===== config.mk =====
export PLATFORM = sky130hd
export DESIGN_NAME = bf16_vec_div_seq
export DESIGN_NICKNAME = d
export VERILOG_FILES = /design/src/rtl/bf16_pkg.sv /design/src/rtl/bf16_div_lane.sv /design/src/rtl/bf16_vec_div_seq.sv
export SDC_FILE = /design/constraint.sdc
export NUM_CORES = 1
export LEC_CHECK = 0
export ABC_AREA = 0
export BUFFER_PORTS_ARGS = -buffer_cell sky130_fd_sc_hd__buf_2
export CAP_MARGIN = 25
export CORE_MARGIN = 2
export CORE_UTILIZATION = 45
export CTS_CLUSTER_DIAMETER = 60
export DETAILED_ROUTE_END_ITERATION = 8
export GPL_ROUTABILITY_DRIVEN = 0
export SYNTH_ARGS = -nofsm -noshare
export SYNTH_HDL_FRONTEND = slang
export SYNTH_SLANG_ARGS = --single-unit

===== constraint.sdc =====
create_clock -name clk1 -period 22.7 [get_ports clk1]
set_input_delay 2.27 -clock clk1 [delete_from_list [all_inputs] [get_ports clk1]]
set_output_delay 2.27 -clock clk1 [all_outputs]
set_load 0.02 [all_outputs]

===== src/rtl/bf16_pkg.sv =====
// ---------------------------------------------------------------------------
// bf16_pkg
// Shared types and constants for the sequential bfloat16 vector divider.
//   bf16_t       : packed bfloat16 word {sign, exp[7:0], frac[6:0]}
//   div_flags_t  : per-lane exception flags {invalid, dz, ovf, unf}
//   div_state_e  : control FSM encoding {IDLE, DIV, NORM, DONE}
//   BF16_QNAN / BF16_PINF / BF16_BIAS / DIV_ITERS : numeric constants
// Optional feature macro used by the lane datapath: BF16_DIV_RNE_EN
// ---------------------------------------------------------------------------
package bf16_pkg;

    typedef struct packed {
        logic       sign;
        logic [7:0] exp;
        logic [6:0] frac;
    } bf16_t;

    typedef struct packed {
        logic invalid;
        logic dz;
        logic ovf;
        logic unf;
    } div_flags_t;

    localparam logic [15:0] BF16_QNAN = 16'h7FC0;
    localparam logic [15:0] BF16_PINF = 16'h7F80;
    localparam int          BF16_BIAS = 127;
    // 1 integer bit + 7 fraction bits + guard + round
    localparam int          DIV_ITERS = 10;

    typedef enum logic [1:0] {
        IDLE = 2'd0,
        DIV  = 2'd1,
        NORM = 2'd2,
        DONE = 2'd3
    } div_state_e;

    // Exponent 0 is treated as zero: subnormal inputs are flushed.
    function automatic logic bf16_is_zero(input bf16_t x);
        return (x.exp == 8'h00);
    endfunction

    function automatic logic bf16_is_inf(input bf16_t x);
        return (x.exp == 8'hFF) && (x.frac == 7'd0);
    endfunction

    function automatic logic bf16_is_nan(input bf16_t x);
        return (x.exp == 8'hFF) && (x.frac != 7'd0);
    endfunction

endpackage


===== src/rtl/bf16_div_lane.sv =====
// ---------------------------------------------------------------------------
// bf16_div_lane
// One bfloat16 divider lane: c = a / b using a restoring mantissa divider
// that retires one quotient bit per step, followed by a single-cycle
// normalise / round / pack / special-case stage.
// Ports:
//   clk, rst  : clock, asynchronous active-high reset
//   load      : capture a, b, en and initialise remainder/quotient
//   step      : perform one restoring-division iteration
//   finish    : register the packed result and flags
//   a, b, en  : operands and lane enable
//   c, flags  : registered quotient and {invalid, dz, ovf, unf}
// Build option: BF16_DIV_RNE_EN selects round-to-nearest-even instead of
// truncation.
// ---------------------------------------------------------------------------
module bf16_div_lane
    import bf16_pkg::*;
(
    input  logic        clk,
    input  logic        rst,
    input  logic        load,
    input  logic        step,
    input  logic        finish,
    input  logic [15:0] a,
    input  logic [15:0] b,
    input  logic        en,
    output logic [15:0] c,
    output logic [3:0]  flags
);

    bf16_t       a_reg;
    bf16_t       b_reg;
    logic        en_reg;
    logic [8:0]  rem_reg;
    logic [8:0]  rem_next;
    logic [9:0]  q_reg;
    logic [9:0]  q_next;
    logic [15:0] c_reg;
    logic [15:0] c_next;
    div_flags_t  flags_reg;
    div_flags_t  flags_next;

    // ---------------- restoring division step ----------------
    logic [7:0] mb;
    logic [9:0] diff;
    logic       q_bit;
    logic [8:0] rem_kept;

    assign mb       = {1'b1, b_reg.frac};
    // rem < 2*mb always holds, so a borrow out of bit 9 means rem < mb.
    assign diff     = {1'b0, rem_reg} - {2'b00, mb};
    assign q_bit    = ~diff[9];
    assign rem_kept = q_bit ? diff[8:0] : rem_reg;
    // rem_kept < mb <= 255, so the shift cannot lose a set bit.
    assign rem_next = {rem_kept[7:0], 1'b0};
    assign q_next   = {q_reg[8:0], q_bit};

    always_ff @(posedge clk or posedge rst) begin
        if (rst) begin
            a_reg     <= '0;
            b_reg     <= '0;
            en_reg    <= 1'b0;
            rem_reg   <= '0;
            q_reg     <= '0;
            c_reg     <= '0;
            flags_reg <= '0;
        end else begin
            if (load) begin
                a_reg   <= a;
                b_reg   <= b;
                en_reg  <= en;
                rem_reg <= {1'b0, 1'b1, a[6:0]};
                q_reg   <= '0;
            end else if (step) begin
                rem_reg <= rem_next;
                q_reg   <= q_next;
            end
            if (finish) begin
                c_reg     <= c_next;
                flags_reg <= flags_next;
            end
        end
    end

    // ---------------- normalise / round / pack ----------------
    logic               sign;
    logic signed [9:0]  e_raw;
    logic signed [9:0]  e_norm;
    logic [6:0]         mant;
    logic               a_zero, a_inf, a_nan;
    logic               b_zero, b_inf, b_nan;
`ifdef BF16_DIV_RNE_EN
    logic               guard;
    logic               rnd;
    logic               sticky;
`endif

    assign sign   = a_reg.sign ^ b_reg.sign;
    assign e_raw  = $signed({2'b00, a_reg.exp}) - $signed({2'b00, b_reg.exp})
                  + $signed(10'(BF16_BIAS));
    assign a_zero = bf16_is_zero(a_reg);
    assign a_inf  = bf16_is_inf(a_reg);
    assign a_nan  = bf16_is_nan(a_reg);
    assign b_zero = bf16_is_zero(b_reg);
    assign b_inf  = bf16_is_inf(b_reg);
    assign b_nan  = bf16_is_nan(b_reg);

    always_comb begin
        mant       = '0;
        e_norm     = e_raw;
        c_next     = '0;
        flags_next = '0;
`ifdef BF16_DIV_RNE_EN
        guard      = 1'b0;
        rnd        = 1'b0;
        sticky     = 1'b0;
`endif

        // Quotient lies in (0.5, 2): either q[9] or q[8] is the leading one.
        if (q_reg[9]) begin
            mant   = q_reg[8:2];
            e_norm = e_raw;
        end else begin
            mant   = q_reg[7:1];
            e_norm = e_raw - 10'sd1;
        end

`ifdef BF16_DIV_RNE_EN
        // After a 1-bit left shift the round position has no quotient bit;
        // the remainder still captures everything below the guard bit.
        guard  = q_reg[9] ? q_reg[1] : q_reg[0];
        rnd    = q_reg[9] ? q_reg[0] : 1'b0;
        sticky = |rem_reg;
        if (guard && (rnd || sticky || mant[0])) begin
            if (mant == 7'h7F) begin
                // 1.1111111 + ulp = 10.0000000 -> renormalise
                mant   = 7'h00;
                e_norm = e_norm + 10'sd1;
            end else begin
                mant = mant + 7'd1;
            end
        end
`endif

        if (e_norm >= 10'sd255) begin
            c_next         = {sign, BF16_PINF[14:0]};
            flags_next.ovf = 1'b1;
        end else if (e_norm <= 10'sd0) begin
            c_next         = {sign, 15'd0};
            flags_next.unf = 1'b1;
        end else begin
            c_next = {sign, e_norm[7:0], mant};
        end

        // Special operands override the arithmetic result, highest first.
        if (a_nan || b_nan) begin
            c_next             = BF16_QNAN;
            flags_next         = '0;
            flags_next.invalid = 1'b1;
        end else if ((a_zero && b_zero) || (a_inf && b_inf)) begin
            c_next             = BF16_QNAN;
            flags_next         = '0;
            flags_next.invalid = 1'b1;
        end else if (b_zero && !a_inf) begin
            c_next        = {sign, BF16_PINF[14:0]};
            flags_next    = '0;
            flags_next.dz = 1'b1;
        end else if (a_inf) begin
            c_next     = {sign, BF16_PINF[14:0]};
            flags_next = '0;
        end else if (a_zero || b_inf) begin
            c_next     = {sign, 15'd0};
            flags_next = '0;
        end

        if (!en_reg) begin
            c_next     = '0;
            flags_next = '0;
        end
    end

    assign c     = c_reg;
    assign flags = flags_reg;

endmodule


===== src/rtl/bf16_vec_div_seq.sv =====
// ---------------------------------------------------------------------------
// bf16_vec_div_seq
// N-lane sequential bfloat16 vector divider, c1[i] = a1[i] / b1[i], with a
// valid/ready handshake on both sides and a fixed 12-cycle accept-to-valid
// latency. One shared FSM (IDLE -> DIV x10 -> NORM -> DONE) sequences all
// lanes; each lane is a bf16_div_lane instance.
// Ports:
//   clk1, rst1          : clock, asynchronous active-high reset
//   in_valid, in_ready  : operand handshake (in_ready only in IDLE)
//   a1, b1              : 16*N operand buses, lane i at [16i+15:16i]
//   lane_en             : per-lane enable, sampled on accept
//   out_valid, out_ready: result handshake (result held until taken)
//   c1                  : 16*N quotient bus
//   flags               : 4*N, lane i at [4i+3:4i] = {invalid,dz,ovf,unf}
// Parameter N: lane count, 1..32.
// Build option: BF16_DIV_RNE_EN enables round-to-nearest-even in the lanes;
// latency and ports do not change.
// ---------------------------------------------------------------------------
module bf16_vec_div_seq
    import bf16_pkg::*;
#(
    parameter int N = 4
) (
    input  logic            clk1,
    input  logic            rst1,
    input  logic            in_valid,
    output logic            in_ready,
    input  logic [16*N-1:0] a1,
    input  logic [16*N-1:0] b1,
    input  logic [N-1:0]    lane_en,
    output logic            out_valid,
    input  logic            out_ready,
    output logic [16*N-1:0] c1,
    output logic [4*N-1:0]  flags
);

    localparam logic [1:0] ST_IDLE = IDLE;
    localparam logic [1:0] ST_DIV  = DIV;
    localparam logic [1:0] ST_NORM = NORM;
    localparam logic [1:0] ST_DONE = DONE;

    logic [1:0] state_reg;
    logic [1:0] state_next;
    logic [3:0] iter_reg;
    logic [3:0] iter_next;
    logic       accept;
    logic       load;
    logic       step;
    logic       finish;

    assign in_ready  = (state_reg == ST_IDLE);
    assign out_valid = (state_reg == ST_DONE);
    assign accept    = in_valid && in_ready;

    always_comb begin
        state_next = state_reg;
        iter_next  = iter_reg;
        case (state_reg)
            ST_IDLE: begin
                if (accept) begin
                    state_next = ST_DIV;
                    iter_next  = 4'(DIV_ITERS - 1);
                end
            end
            ST_DIV: begin
                if (iter_reg == 4'd0) begin
                    state_next = ST_NORM;
                end else begin
                    iter_next = iter_reg - 4'd1;
                end
            end
            ST_NORM: begin
                state_next = ST_DONE;
            end
            ST_DONE: begin
                if (out_ready) begin
                    state_next = ST_IDLE;
                end
            end
            default: begin
                state_next = ST_IDLE;
            end
        endcase
    end

    always_ff @(posedge clk1 or posedge rst1) begin
        if (rst1) begin
            state_reg <= ST_IDLE;
            iter_reg  <= '0;
        end else begin
            state_reg <= state_next;
            iter_reg  <= iter_next;
        end
    end

    assign load   = accept;
    assign step   = (state_reg == ST_DIV);
    assign finish = (state_reg == ST_NORM);

    genvar gi;
    generate
        for (gi = 0; gi < N; gi++) begin : g_lane
            bf16_div_lane u_lane (
                .clk    (clk1),
                .rst    (rst1),
                .load   (load),
                .step   (step),
                .finish (finish),
                .a      (a1[16*gi +: 16]),
                .b      (b1[16*gi +: 16]),
                .en     (lane_en[gi]),
                .c      (c1[16*gi +: 16]),
                .flags  (flags[4*gi +: 4])
            );
        end
    endgenerate

endmodule


==> run_results.csv, run 1 <==
group,metric,value,unit
outcome,run_status,"finished clean",
timing,layout_min_cycle_time,4.20,ns
worst_setup_path,required,23.10,ns
job,drv_cap,0,
route,ant_nets,0,
place,place.detailed.hpwl,33200,um
cells_and_area,post_route_cells_drive_above_1_share,16.3,%
floorplanning,die-area,40000,um^2
yosys,share_of_synthesized_flip_flops_with_an_asynchronous_set_or_reset,100,%
global_routing,global_route.overflow_total,0,
worst_setup_path,timing.critical_path.arrival,4.60,ns
clocking,cts_resized,0,
worst_setup_path,worstReg2RegEnd,"g_lane[0].u_lane.c[1]",
timing,hold_violations,0,
yosys,synth_warnings,0,
route,detailedRoute.firstPassIterationCount,5,
timing,final_skew,0.0364,ns
clocking,clock_sink_count,294,
yosys,synth.top_cells.by_count,"nand2_1, dfrtp_1, nor2_1",
route,avgViaCountPerCell,5.45,
clocking,clk_path_buf_depth,3,
yosys,synth_cell_type_count,93,
clocking,clock-root-buffer,"clkbuf_16",
yosys,sequential_to_total_area_share_from_yosys_stat,42.5,%
timing,setup-tns-final,0,ns
floorplanning,fp-row-count,71,
worst_setup_path,setup.worst_path.end_class,"flop",
worst_hold_path,timing.hold.worst_path_depth,2,
worst_hold_path,min-delay-path-class,"reg -> reg",
timing,report.final.setup_viol,0,
yosys,share_of_yosys_cell_area_claimed_by_the_top_area_cell_type,42.5,%
floorplanning,core-area,37800,um^2
worst_setup_path,rr_worst_depth,15,
timing,fmax,0.238,GHz
global_routing,track_usage,23.0,%
cells_and_area,area_growth,17.0,%
timing,final_max_slew_viol_count,0,
global_routing,largest_net_degree_at_the_start_of_global_routing,103,
timing,rsz0062_at_grt,"false",
worst_setup_path,timing.reg2reg.setup_slack,18.50,ns
clocking,clock_insertion_delay_at_the_later_pin_of_the_skew_report,0.55,ns
yosys,synth_area_per_cell,9.00,um^2
global_routing,wire_length_of_the_first_global_routing_pass,75600,um
clocking,numCtsBuffers,37,
route,drc_errors,0,
clocking,number_of_buffers_inserted_for_hold_repair_after_clock_tree_synthesis,0,
route,detailedRoute.firstIterationViolations,799,
yosys,syn_area,17300,um^2
floorplanning,initial_core_utilization,45.8,%
yosys,synth.area.top_cells,"dfrtp_1, nand2_1, ha_1, mux2i_1, o21ai_0",
floorplanning,die_h,200,um
global_routing,antenna_violations_before_repair,8,
yosys,postSynthRegisterBits,294,
route,detailed_route_wire_length_per_cell,17.1,um
timing,measured_slew_at_the_worst_slew_check_pin,0.946,ns
yosys,post_synth_inst_count,1924,
worst_setup_path,r2r_startpoint,"g_lane[0].u_lane.a_reg[7]",
place,numPortBuffers,217,
clocking,cts-htree-levels,2,
worst_setup_path,critPathMaxFanout,8,
route,vias,14500,
worst_setup_path,category_of_the_most_critical_setup_path,"reg -> reg",
global_routing,grt_pass1_vias,14300,
route,route.final.wire_length,45400,um
worst_hold_path,min_delay_worst_endpoint,"g_lane[2].u_lane.a_reg[3]",
cells_and_area,num-nets-final,2336,
floorplanning,ioPinCount,218,
timing,slew_headroom,36.9,%
worst_setup_path,timing.critical_path.from_type,"flop",
clocking,clkTransAtPathRegs,0.06,ns
clocking,clock_tree_from_tritoncts,"yes",
yosys,synth.net_count,2142,
yosys,synth_top_flop_cell,"dfrtp_1",
yosys,yosysMostFrequentCell,"nand2_1",
yosys,synth-edff-count,0,
yosys,yosysTopAreaCell,"dfrtp_1",
clocking,cts_post_setup_buffers_inserted,0,
timing,period_utilization,18.5,%
floorplanning,floorplan.die.width,200,um
worst_hold_path,hold_start,"g_lane[2].u_lane.a_reg[3]",
worst max-delay path by stage:
stage | cells after the start | start | to
finish | 15 | g_lane[0].u_lane.a_reg[7] | g_lane[0].u_lane.c[1]
global route | 15 | g_lane[0].u_lane.a_reg[7] | g_lane[0].u_lane.c[1]
CTS | 15 | g_lane[0].u_lane.a_reg[7] | g_lane[0].u_lane.c[5]
detailed placement | 5 | in_valid | g_lane[0].u_lane.rem_reg[0]
global placement | 5 | in_valid | g_lane[1].u_lane.rem_reg[0]
floorplan | 1 | rst1 | g_lane[0].u_lane.a_reg[0]
metrics by stage:
stage                     std cells  hold WS, ns  instance area, um^2  setup WS [ns]  util [%]
after floorplan                1924        0.437                17300          12.31         -
after detailed placement       2588        0.459                18900          18.27      50.0
after CTS                      2654        0.474                20200          18.54      53.5
final                          2660        0.472                20200          18.50      53.6
after global routing           2660        0.499                20200          18.15      53.6
after global placement         2587        0.451                18900          18.33      49.9
cell usage in the layout, fill, tap and decap left out, drive strengths merged, types with 49 or more instances in the layout:
| cell type | synthesis | routed |
|---|---|---|
| o21ai | 140 | 140 |
| clkbuf | 57 | 50 |
| ha | 74 | 74 |
| mux2i | 92 | 92 |
| inv | 136 | 139 |
| a21oi | 59 | 59 |
| xnor2 | 49 | 49 |
| buf | 21 | 233 |
| nand2 | 370 | 370 |
| nor2 | 141 | 141 |
| dfrtp | 294 | 294 |
metal layers:
layer  vias to the layer above  global-route usage [%]  part of all wire (%)
li1                       7141                       -                     -
met1                      6987                    32.7                    48
met2                       286                    35.8                    45
met3                        67                    3.86                   4.6
met4                         6                    7.20                   2.4
met5                         -                       0                 0.090
final cells by class:
cell class              count  area, um^2
fillers                  3537       17500
multi-input cells        1415        9150
flip-flops and latches    294        7360
repair buffers            233        1260
clock buffers              50        1110
well taps                 511         639
inverters                 137         522
clock inverters            16         198
diodes                      4        10.0
worst max-delay path, cell delays in order, from the launching register on:
cell and delay (ns):
dfrtp_1 0.38, inv_1 0.08, ha_1 0.17, inv_1 0.06
fa_1 0.47, inv_1 0.07, ha_1 0.23, xor3_1 0.40
or2_1 0.28, o21ai_1 0.25, a211oi_1 0.10, nor4_1 0.63
nand2_1 0.14, a2111oi_2 0.33, or3_1 0.34, o32ai_1 0.15
cells by family after synthesis:
logic type | synth area share (%)
AO/OA/AOI/OAI | 16.9
XOR/XNOR | 4.11
adder cells (fa/ha/maj) | 6.27
buffers and inverters | 4.75
flip-flops | 42.5
multiplexers | 5.97
AND/OR/NAND/NOR | 19.5
Power of run 1 is left out: the tool's default activity adds up to more than one toggle a clock period on the data nets, which glitch-free logic cannot reach.
==> inputs of run 2 (changes only) <==
PLACE_DENSITY = 0.67   (was unset)
clock period = 3.48 ns   (was 22.7 ns; I/O delays follow)
==> run_results.csv, run 2 (synthesized netlist as in run 1, its figures left out) <==
group,metric,value,unit
worst_setup_path,setup.worst_path.end_class,"flop",
worst_setup_path,worstReg2RegEnd,"g_lane[2].u_lane.c[6]",
place,place.detailed.hpwl,33400,um
worst_setup_path,category_of_the_most_critical_setup_path,"reg -> reg",
route,avgViaCountPerCell,5.48,
floorplanning,ioPinCount,218,
global_routing,global_route.overflow_total,0,
worst_setup_path,timing.critical_path.from_type,"flop",
global_routing,wire_length_of_the_first_global_routing_pass,77800,um
global_routing,largest_net_degree_at_the_start_of_global_routing,170,
worst_hold_path,min-delay-path-class,"in -> reg",
worst_setup_path,cp_slowest_cell,"fa_2",
timing,final_skew,0.0231,ns
clocking,clock_sink_count,294,
clocking,clock_tree_from_tritoncts,"yes",
floorplanning,fp-row-count,71,
worst_setup_path,critPathMostFrequentCell,"inv_2",
clocking,cts-htree-levels,2,
global_routing,gr_peak_layer,"met2",
worst_setup_path,timing.reg2reg.setup_slack,-0.13,ns
timing,fmax,0.277,GHz
route,route.final.wire_length,48500,um
clocking,clk_path_buf_depth,3,
timing,slew_headroom,28.5,%
timing,measured_slew_at_the_worst_slew_check_pin,1.07,ns
place,numPortBuffers,217,
floorplanning,floorplan.die.width,200,um
route,detailedRoute.firstIterationViolations,976,
global_routing,track_usage,23.6,%
global_routing,grtUsageMet3,3.38,%
timing,setup_ws,-0.128,ns
worst_setup_path,timing.critical_path.cells,"inv_2, ha_4, inv_2, fa_2, inv_2, ha_4, xnor3_2, nand3_2, nor2_1, mux2i_1, o22ai_2, xnor2_2, or4_4, or4_4, a31o_1",
cells_and_area,final_area,22500,um^2
cells_and_area,post_route_cells_drive_above_1_share,23.4,%
global_routing,grtUsageMet1,32.2,%
route,vias,15600,
route,detailedRoute.firstPassIterationCount,5,
route,drc_errors,0,
global_routing,grt_pass1_vias,15400,
timing,report.final.setup_viol,12,
global_routing,groute.layer.met2.usage,37.8,%
route,ant_nets,0,
timing,rsz0062_at_grt,"true",
outcome,run_status,"finished with violations",
clocking,clock-root-buffer,"clkbuf_16",
clocking,clkTransAtPathRegs,0.06,ns
job,drv_cap,0,
cells_and_area,final_common_cell,"nand2_1",
place,dpl_cell_area,19500,um^2
timing,period_utilization,104,%
timing,hold_violations,0,
worst_setup_path,critPathMaxFanout,4,
timing,layout_min_cycle_time,3.61,ns
worst_setup_path,critical_path.startpoint,"g_lane[2].u_lane.a_reg[7]",
route,detailed_route_wire_length_per_cell,17.0,um
floorplanning,initial_core_utilization,45.8,%
floorplanning,core-area,37800,um^2
timing,final_max_slew_viol_count,0,
cells_and_area,final_cell_mix,"nand2_1, dfrtp_1, buf_2, nor2_1, inv_1",
global_routing,antenna_violations_before_repair,0,
worst_setup_path,required,3.93,ns
outcome,violations,"setup timing",
worst_setup_path,setup.worst_path.end,"g_lane[2].u_lane.c[6]",
worst_setup_path,r2r_startpoint,"g_lane[2].u_lane.a_reg[7]",
cells_and_area,num-nets-final,2522,
floorplanning,die-area,40000,um^2
cells_and_area,antenna-diode-count,0,
worst_setup_path,rr_worst_depth,15,
worst_setup_path,timing.critical_path.arrival,4.06,ns
worst_setup_path,critical_path.max_stage_delay,0.53,ns
clocking,clock_insertion_delay_at_the_later_pin_of_the_skew_report,0.56,ns
cells_and_area,area_growth,30.2,%
clocking,numCtsBuffers,39,
floorplanning,die_h,200,um
==> run 2: cell count changes in the layout (fill, tap and decap cells not counted), moves of 5 or more <==
cell           delta
buf_4            +94
clkbuf_1          +7
dlygate4sd3_1    +83
ha_1              -9
ha_4              +6
inv_1            -10
inv_2            +10
nor4_1            -5
o21ai_2           +5
o32ai_1           -8
o32ai_2           +6
xnor2_1           -5
==> run 2: layer usage <==
layer  part of all wire, %  vias up
met2                    46      433
li1                      -     7513
met1                    45     7553
met5                     0        -
met3                   4.9      100
met4                   3.4        0
==> run 2: critical path, delay by kind of cell (launching register included) <==
family	cells	cell delay, ns
simple gates	4	1.17
mux	1	0.10
compound gates	2	0.47
xor+xnor	2	0.38
buf+inv	3	0.17
flops	1	0.40
fa+ha+maj	3	0.82
==> run 2: what timing repair did <==
| item | CTS | global route |
|---|---|---|
| setup buffers | 6 | 22 |
| pin swaps | 19 | 63 |
| endpoints found under the hold margin | 90 | 0 |
| gates cloned | 1 | 1 |
| setup endpoints to repair | 42 | 66 |
| hold buffers | 83 | 0 |
| resized for setup | 24 | 97 |
==> run 2: area by class of cell <==
class	count	area [um^2]
multi-input cells	1415	9850
repair buffers	417	2890
fillers	3244	15200
flip-flops and latches	294	7360
inverters	137	518
clock inverters	16	158
clock buffers	56	1120
well taps	511	639
==> run 2: worst min-delay path by stage <==
stage                              startpoint                     endpoint  slack (ns)  cells past startpoint
finish                                 a1[12]   g_lane[0].u_lane.a_reg[12]        0.02                      3
global route                       lane_en[0]      g_lane[0].u_lane.en_reg        0.01                      3
CTS                                    a1[53]  g_lane[3].u_lane.rem_reg[5]      0.0004                      3
detailed placement                       rst1    g_lane[0].u_lane.a_reg[8]        0.30                      2
global placement                         rst1    g_lane[0].u_lane.a_reg[8]        0.30                      2
floorplan           g_lane[0].u_lane.a_reg[4]    g_lane[0].u_lane.a_reg[4]        0.44                      2
==> run 2: metrics by stage <==
stage          TNS [ns]  setup slack [ns]  std cells  hold slack [ns]  util (%)
2_1_floorplan   -226.88            -0.771       1924            0.437         -
3_3_place_gp      -2.16            -0.197       2662            0.300      51.7
3_5_place_dp      -5.98            -0.319       2663            0.300      51.8
4_1_cts           -1.45            -0.136       2825         0.000402      57.8
5_1_grt           -6.46            -0.270       2846           0.0141      59.7
6_report         -0.652            -0.128       2846           0.0163      59.7
Power of run 2 is left out for the same reason.
